==> src/rtl/onboard_debug_pkg.sv <==
// -----------------------------------------------------------------------------
// onboard_debug_pkg
// Shared types and constants for the onboard-debug packet generator.
//   pkt_gen_state_e : generator state machine encoding
//   PAYLOAD_BASE    : index carried by the first word of every packet
// -----------------------------------------------------------------------------
package onboard_debug_pkg;

    typedef enum logic [1:0] {
        IDLE   = 2'd0,
        SEND   = 2'd1,
        GAP    = 2'd2,
        FINISH = 2'd3
    } pkt_gen_state_e;

    // Words are numbered from 1 so a sink-side word counter matches the data.
    localparam int unsigned PAYLOAD_BASE = 32'd1;

endpackage : onboard_debug_pkg

==> src/rtl/avalon_st_pkt_gen.sv <==
// -----------------------------------------------------------------------------
// avalon_st_pkt_gen
// Avalon-ST source that emits a programmable burst of packets whose payload
// word equals its 1-based index within the packet.
//
// Ports:
//   clk            clock
//   rst_n          asynchronous reset, active-low
//   start          one-cycle burst request, sampled only while idle
//   pkt_len        words per packet (0 behaves as 1)
//   pkt_count      packets per burst (0 sends nothing)
//   gap_cycles     valid-low cycles inserted between packets
//   msg_out_valid  stream valid
//   msg_out_sop    start of packet
//   msg_out_eop    end of packet
//   msg_out_data   payload word (word index modulo 2^DATA_WIDTH)
//   msg_out_ready  downstream ready
//   busy           burst in progress (sending or in an inter-packet gap)
//   done           one-cycle pulse when the burst completes
//   pkts_sent      packets whose eop was accepted in the current/last burst
//
// All stream outputs come straight from flops, so ready never reaches valid
// combinationally.
// -----------------------------------------------------------------------------
module avalon_st_pkt_gen
    import onboard_debug_pkg::*;
#(
    parameter int DATA_WIDTH = 8,
    parameter int LEN_WIDTH  = 16,
    parameter int CNT_WIDTH  = 16
) (
    input  logic                  clk,
    input  logic                  rst_n,
    input  logic                  start,
    input  logic [LEN_WIDTH-1:0]  pkt_len,
    input  logic [CNT_WIDTH-1:0]  pkt_count,
    input  logic [CNT_WIDTH-1:0]  gap_cycles,
    output logic                  msg_out_valid,
    output logic                  msg_out_sop,
    output logic                  msg_out_eop,
    output logic [DATA_WIDTH-1:0] msg_out_data,
    input  logic                  msg_out_ready,
    output logic                  busy,
    output logic                  done,
    output logic [CNT_WIDTH-1:0]  pkts_sent
);

    localparam logic [LEN_WIDTH-1:0] WORD_FIRST = LEN_WIDTH'(PAYLOAD_BASE);

    // A zero length is promoted to a single-word packet.
    function automatic logic [LEN_WIDTH-1:0] eff_len(input logic [LEN_WIDTH-1:0] len);
        logic [LEN_WIDTH-1:0] result;
        if (len == {LEN_WIDTH{1'b0}}) begin
            result = WORD_FIRST;
        end else begin
            result = len;
        end
        return result;
    endfunction

    pkt_gen_state_e        state_r, state_s;
    logic [LEN_WIDTH-1:0]  word_r, word_s;
    logic [LEN_WIDTH-1:0]  len_r, len_s;
    logic [CNT_WIDTH-1:0]  count_r, count_s;
    logic [CNT_WIDTH-1:0]  gap_r, gap_s;
    logic [CNT_WIDTH-1:0]  gap_cnt_r, gap_cnt_s;
    logic [CNT_WIDTH-1:0]  sent_r, sent_s;

    logic                  valid_r, valid_s;
    logic                  sop_r, sop_s;
    logic                  eop_r, eop_s;
    logic [DATA_WIDTH-1:0] data_r, data_s;
    logic                  busy_r, busy_s;
    logic                  done_r, done_s;

    // Next-state, counter and output-lookahead logic.
    always_comb begin
        state_s   = state_r;
        word_s    = word_r;
        len_s     = len_r;
        count_s   = count_r;
        gap_s     = gap_r;
        gap_cnt_s = gap_cnt_r;
        sent_s    = sent_r;

        case (state_r)
            IDLE: begin
                if (start) begin
                    len_s     = eff_len(pkt_len);
                    count_s   = pkt_count;
                    gap_s     = gap_cycles;
                    sent_s    = {CNT_WIDTH{1'b0}};
                    word_s    = WORD_FIRST;
                    gap_cnt_s = {CNT_WIDTH{1'b0}};
                    if (pkt_count == {CNT_WIDTH{1'b0}}) begin
                        state_s = FINISH;
                    end else begin
                        state_s = SEND;
                    end
                end else begin
                    state_s = IDLE;
                end
            end
            SEND: begin
                if (valid_r && msg_out_ready) begin
                    if (word_r == len_r) begin
                        sent_s = sent_r + CNT_WIDTH'(1);
                        word_s = WORD_FIRST;
                        if (sent_s == count_r) begin
                            state_s = FINISH;
                        end else if (gap_r == {CNT_WIDTH{1'b0}}) begin
                            state_s = SEND;
                        end else begin
                            state_s   = GAP;
                            gap_cnt_s = gap_r;
                        end
                    end else begin
                        word_s = word_r + LEN_WIDTH'(1);
                    end
                end else begin
                    // Stalled: everything holds so the presented beat is stable.
                    state_s = SEND;
                end
            end
            GAP: begin
                // Counter is loaded with gap_cycles, so leaving at 1 gives exactly that many cycles.
                if (gap_cnt_r <= CNT_WIDTH'(1)) begin
                    state_s = SEND;
                    word_s  = WORD_FIRST;
                end else begin
                    gap_cnt_s = gap_cnt_r - CNT_WIDTH'(1);
                end
            end
            FINISH: begin
                state_s = IDLE;
            end
            default: begin
                state_s = IDLE;
            end
        endcase

        // Outputs are computed from next state so they can be registered without extra latency.
        valid_s = (state_s == SEND);
        sop_s   = valid_s && (word_s == WORD_FIRST);
        eop_s   = valid_s && (word_s == len_s);
        if (valid_s) begin
            data_s = DATA_WIDTH'(word_s);
        end else begin
            data_s = {DATA_WIDTH{1'b0}};
        end
        busy_s  = (state_s == SEND) || (state_s == GAP);
        done_s  = (state_s == FINISH);
    end

    // State, configuration and counter registers.
    always_ff @(posedge clk or negedge rst_n) begin
        if (!rst_n) begin
            state_r   <= IDLE;
            word_r    <= {LEN_WIDTH{1'b0}};
            len_r     <= {LEN_WIDTH{1'b0}};
            count_r   <= {CNT_WIDTH{1'b0}};
            gap_r     <= {CNT_WIDTH{1'b0}};
            gap_cnt_r <= {CNT_WIDTH{1'b0}};
            sent_r    <= {CNT_WIDTH{1'b0}};
        end else begin
            state_r   <= state_s;
            word_r    <= word_s;
            len_r     <= len_s;
            count_r   <= count_s;
            gap_r     <= gap_s;
            gap_cnt_r <= gap_cnt_s;
            sent_r    <= sent_s;
        end
    end

    // Registered stream and status outputs.
    always_ff @(posedge clk or negedge rst_n) begin
        if (!rst_n) begin
            valid_r <= 1'b0;
            sop_r   <= 1'b0;
            eop_r   <= 1'b0;
            data_r  <= {DATA_WIDTH{1'b0}};
            busy_r  <= 1'b0;
            done_r  <= 1'b0;
        end else begin
            valid_r <= valid_s;
            sop_r   <= sop_s;
            eop_r   <= eop_s;
            data_r  <= data_s;
            busy_r  <= busy_s;
            done_r  <= done_s;
        end
    end

    assign msg_out_valid = valid_r;
    assign msg_out_sop   = sop_r;
    assign msg_out_eop   = eop_r;
    assign msg_out_data  = data_r;
    assign busy          = busy_r;
    assign done          = done_r;
    assign pkts_sent     = sent_r;

endmodule : avalon_st_pkt_gen
==> config.mk <==
export PLATFORM = sky130hd
export DESIGN_NAME = avalon_st_pkt_gen
export DESIGN_NICKNAME = d
export VERILOG_FILES = /design/src/rtl/onboard_debug_pkg.sv /design/src/rtl/avalon_st_pkt_gen.sv
export SDC_FILE = /design/constraint.sdc
export NUM_CORES = 1
export LEC_CHECK = 0
export BUFFER_PORTS_ARGS = -buffer_cell sky130_fd_sc_hd__buf_2
export CORE_AREA = 3 3 201 105
export DETAILED_ROUTE_END_ITERATION = 7
export DIE_AREA = 0 0 204 108
export PLACE_DENSITY_LB_ADDON = 0.12
export REMOVE_ABC_BUFFERS = 1
export SKIP_LAST_GASP = 1
export SYNTH_ARGS = -nofsm -noshare
export SYNTH_HDL_FRONTEND = slang
export SYNTH_SLANG_ARGS = --single-unit
==> constraint.sdc <==
create_clock -name clk -period 4.2 [get_ports clk]
set_clock_uncertainty 0.1 [all_clocks]
set_input_delay 0.42 -clock clk [delete_from_list [all_inputs] [get_ports clk]]
set_output_delay 0.42 -clock clk [all_outputs]
set_load 0.02 [all_outputs]
==> results by stage <==
Detailed routing:
- Once detail routing completed, the nets flagged for antenna violations numbered 0.
- In the final routed layout, each cell accounts on average for around 20 um.
- The detailed-route vias per instance is ~5.4.
- The number of remaining DRC errors is 0.
- The number of search-and-repair iterations in the first detailed-routing pass is 4.
- The aggregate routed wire length is a little over 20 mm.
- The via count is between 5000 and 6000.
- The DRC marker count from the first detailed-route iteration is about 470.

CTS:
- The H-tree generated during clock tree synthesis spans 3 levels.
- The clock reaches the later pin of the worst-skew pair after 0.36 ns.
- The number of buffers inserted by hold repair at cts is 0.
- The tree is rooted in a sky130_fd_sc_hd__clkbuf_16.
- TritonCTS built the clock tree.
- Clock tree synthesis inserted a total of 9 buffers.
- Counting along the longest clock path gives a buffer depth of 2.
- Clock-pin slew was measured on the worst setup and hold paths at 0.07 ns.
- The tree built by TritonCTS fans out to 111 sinks.

Global route:
- The wire length of the first global-routing pass is around 32 mm.
- The total overflow left after global routing is 0.
- Across every metal layer, demand over resource in global routing totals between 10% and 20%.
- The via count of the first global-routing pass is between 5000 and 6000.
- Entering global routing, the biggest net connects 66 pins.
- The number of antenna violations at the first check in global routing is 0.

Floorplan:
- The width of the die is slightly above 200 um.
- The floorplan has 36 rows.
- The core region is between 15000 and 20000 um2.
- The number of primary I/O pins is between 80 and 90.
- The full die area is ~22000 um2.
- The initial cell density of the core is a little over a third.
- The vertical die dimension is between 100 and 150 um.

Finish:
- The final cell count without fillers is ~1000.
- The post-route standard cell area excluding fillers is ~7800 um2.
- The number of inserted filler cells in the final layout is just under 2000.
- The area added between synthesis and finish is 15.04%.
- In the final design database the tool counted about 830 nets.
- At the end of the flow the core is filled with cells to between 40% and 50%.
- The number of inserted diodes is 0.
- The fraction of final layout cells with drive strength greater than 1 is 23.20%.

Synthesis:
- After synthesis, the largest area contributor takes up approximately two fifths of total cell area.
- By area the synthesized netlist is led by sky130_fd_sc_hd__dfrtp_1, sky130_fd_sc_hd__mux2_2, sky130_fd_sc_hd__xnor2_1, sky130_fd_sc_hd__nand2_1, sky130_fd_sc_hd__xor2_1.
- In the synthesized netlist the async set-or-reset flop fraction comes to 100.0%.
- The synthesized area is 6746 um2.
- The synthesis-stage register bit count is roughly 110.
- The most used standard cell by instance count after synthesis is sky130_fd_sc_hd__dfrtp_1.
- The part of the Yosys area used for sequential elements is between 40% and 50%.
- The commonest cells after synthesis are sky130_fd_sc_hd__dfrtp_1, sky130_fd_sc_hd__nand2_1, sky130_fd_sc_hd__mux2_2.
- The mean instance size in the synthesized netlist is approximately 9.5 um2.
- The post-synthesis cell count is slightly above 700.
- Summed over all instances, the cell type with the most area after synthesis is sky130_fd_sc_hd__dfrtp_1.
- The number of distinct standard cells referenced by the synthesized netlist is 86.
- Yosys printed 0 warnings.
- The most used flip-flop cell after synthesis is sky130_fd_sc_hd__dfrtp_1.
- Counting flops with a built-in enable in the synthesized netlist gives 0.

Place:
- The number of port buffers is 80.
- In this run, placement finished with an instance count of about 1000.
- At the placement stage, the worst setup path has a slack of 0.1891 ns.
- The HPWL reported at the end of detailed placement is about 15 mm.
- The placer's final routability congestion estimate is 0.9102.
- In this run the cell area measured after placement is 7386 um2.

STA:
- The highest achievable clock rate is 255.9 MHz.
- The smallest clock period supported by the final layout is computed as between 3 and 4 ns.
- The transition at the pin with the smallest max-transition slack is a little under 0.9 ns.
- The number of setup violations in the final report is 0.
- The number of hold-slack violations in the final timing report is 0.
- The sum of negative setup slack is 0 ns.
- The final number of max-transition violations came to 0.
- The headroom to the max-slew limit is between 40% and 50%.
- The smallest setup slack after layout is just under 0.3 ns.
- Of the available clock period, the critical path in the final layout requires a little over 90%.
- The worst-case hold slack is around 0.068 ns.

Pwr:
- In this run the power spent charging and discharging nets is between 1.5 and 2 mW.
- The power density normalized to cell area is between 600 and 700 nW/um2.
- The standby leakage power is approximately 3.4 nW.
- Sequential cells account for 36.2% of the total power.
- The proportion of power drawn by combinational gates is between 40% and 50%.
- The internal portion of the total power is slightly below 3 mW.
- The overall power is roughly 5 mW.
- The maximum VDD drop is between 150 and 200 uV.
- The clock network is responsible for about 20% of the overall power.
- Of the total power, the share spent switching nets is about 40%.

Worst setup path:
- The critical path starts at pkts_sent[1].
- The most critical setup path has its endpoint at msg_out_eop.
- The worst setup path is of the flip-flop to flip-flop kind.
- The largest fanout on the critical path is 6.
- The worst register-to-register path ends at msg_out_eop.
- The worst reg2reg path depth is 15.
- The startpoint class of the critical path is a flip-flop.
- STA classifies the critical path endpoint as a flip-flop.
- Data arrives at the worst endpoint at ~4.1 ns.
- The data required time at the worst endpoint is 4.35 ns.
- The worst register-to-register path begins at pkts_sent[1].
- For flop-to-flop paths, the worst setup slack is ~0.3 ns.

Run status:
- The run finished with clean final reports.

Flow run:
- The tool flagged a number of max-cap violations equal to 0.

Worst hold path:
- The min-delay analysis places its worst path in the category input pin to asynchronous set/reset pin.
-- worst max-delay path: stages, from the launching register on --
cell                        delay, ns
sky130_fd_sc_hd__dfrtp_1         0.43
sky130_fd_sc_hd__ha_2            0.24
sky130_fd_sc_hd__and4_1          0.18
sky130_fd_sc_hd__nand4_1         0.19
sky130_fd_sc_hd__nor2_2          0.07
sky130_fd_sc_hd__or3_1           0.36
sky130_fd_sc_hd__a2111oi_4       0.43
sky130_fd_sc_hd__a31oi_1         0.19
sky130_fd_sc_hd__or3_1           0.36
sky130_fd_sc_hd__a31oi_2         0.27
sky130_fd_sc_hd__ha_2            0.27
sky130_fd_sc_hd__o221ai_1        0.13
sky130_fd_sc_hd__a21oi_1         0.13
sky130_fd_sc_hd__o311a_1         0.16
sky130_fd_sc_hd__nand4_1         0.09
sky130_fd_sc_hd__nor4_2          0.21
-- final cells by class --
cell class / count / area (um2) / area share, %
Clock buffer: 9 / 225.2 / 2.902
Multi-Input combinational cell: 520 / 3661 / 47.17
Timing Repair Buffer: 95 / 515.5 / 6.642
Clock inverter: 7 / 121.4 / 1.564
Inverter: 34 / 127.6 / 1.644
Sequential cell: 111 / 2778 / 35.79
Tap cell: 266 / 332.8 / 4.288
-- power groups by stage --
| stage | clock, mW | sequential [mW] | combinational [mW] |
|---|---|---|---|
| after detailed placement | 0 | 1.79 | 2.10 |
| after global placement | 0 | 1.79 | 2.09 |
| after floorplan | 0 | 1.71 | 1.49 |
| after CTS | 1.03 | 1.77 | 2.11 |
| after global routing | 1.07 | 1.82 | 2.36 |
| final | 0.997 | 1.77 | 2.12 |
-- registers in the layout, indices dropped and copies added, names as in the netlist, 2 cells and up --
signal	count
gap_r	16
pkts_sent	16
msg_out_data	8
gap_cnt_r	16
len_r	16
state_r	2
word_r	16
count_r	16
-- repair_timing --
item,4_1_cts,5_1_grt
endpoints found under the setup margin,0,2
buffers inserted,0,2
resized for setup,0,4
endpoints found under the hold margin,0,0
-- layer usage --
| layer | wire length, um | vias up | track usage, % |
|---|---|---|---|
| met5 | 0 | - | 0 |
| met2 | 8902 | 131 | 28.57 |
| met3 | 1027 | 17 | 3.880 |
| met1 | 10160 | 2775 | 27.39 |
| li1 | - | 2720 | - |
| met4 | 229 | 0 | 3.727 |
-- logic make-up after synthesis --
family / share of synthesized area, %
buf+inv: 4.803
flops: 41.17
fa+ha+maj: 1.855
simple gates: 19.73
compound gates: 16.66
xor+xnor: 7.140
mux: 8.642
-- worst min-delay path by stage --
stage	from	to	slack, ns	depth (start not counted)
after floorplan	rst_n	busy	0.02	0
after global placement	gap_cnt_r[5]	gap_cnt_r[5]	0.40	1
after detailed placement	gap_cnt_r[5]	gap_cnt_r[5]	0.40	1
after CTS	rst_n	count_r[6]	0.10	1
after global routing	rst_n	count_r[6]	0.13	1
final	rst_n	count_r[6]	0.07	1
-- placed cells by master, fill, tap and decap left out, types with 5 or more instances in the layout --
cell	Yosys	routed
sky130_fd_sc_hd__ha_1	10	8
sky130_fd_sc_hd__nor2b_1	7	7
sky130_fd_sc_hd__xnor2_1	30	30
sky130_fd_sc_hd__and2_1	6	6
sky130_fd_sc_hd__a211oi_1	5	5
sky130_fd_sc_hd__and4_1	7	7
sky130_fd_sc_hd__mux2i_1	11	11
sky130_fd_sc_hd__nor3_1	7	7
sky130_fd_sc_hd__nand4_1	16	16
sky130_fd_sc_hd__mux2_2	42	42
sky130_fd_sc_hd__o21ai_1	16	16
sky130_fd_sc_hd__xor2_1	25	25
sky130_fd_sc_hd__nor4_1	21	21
sky130_fd_sc_hd__nand3_1	27	27
sky130_fd_sc_hd__dfrtp_1	111	111
sky130_fd_sc_hd__a21oi_1	14	14
sky130_fd_sc_hd__or3_1	10	10
sky130_fd_sc_hd__o2bb2ai_1	7	7
sky130_fd_sc_hd__o21ai_0	40	40
sky130_fd_sc_hd__nand2_1	62	61
sky130_fd_sc_hd__clkbuf_16	0	9
sky130_fd_sc_hd__inv_1	33	33
sky130_fd_sc_hd__buf_4	2	16
sky130_fd_sc_hd__and3_1	13	13
sky130_fd_sc_hd__o31ai_1	7	7
sky130_fd_sc_hd__buf_2	17	79
sky130_fd_sc_hd__nand2b_1	6	6
sky130_fd_sc_hd__nor2_1	37	36
Power figures use the tool's default switching activity.
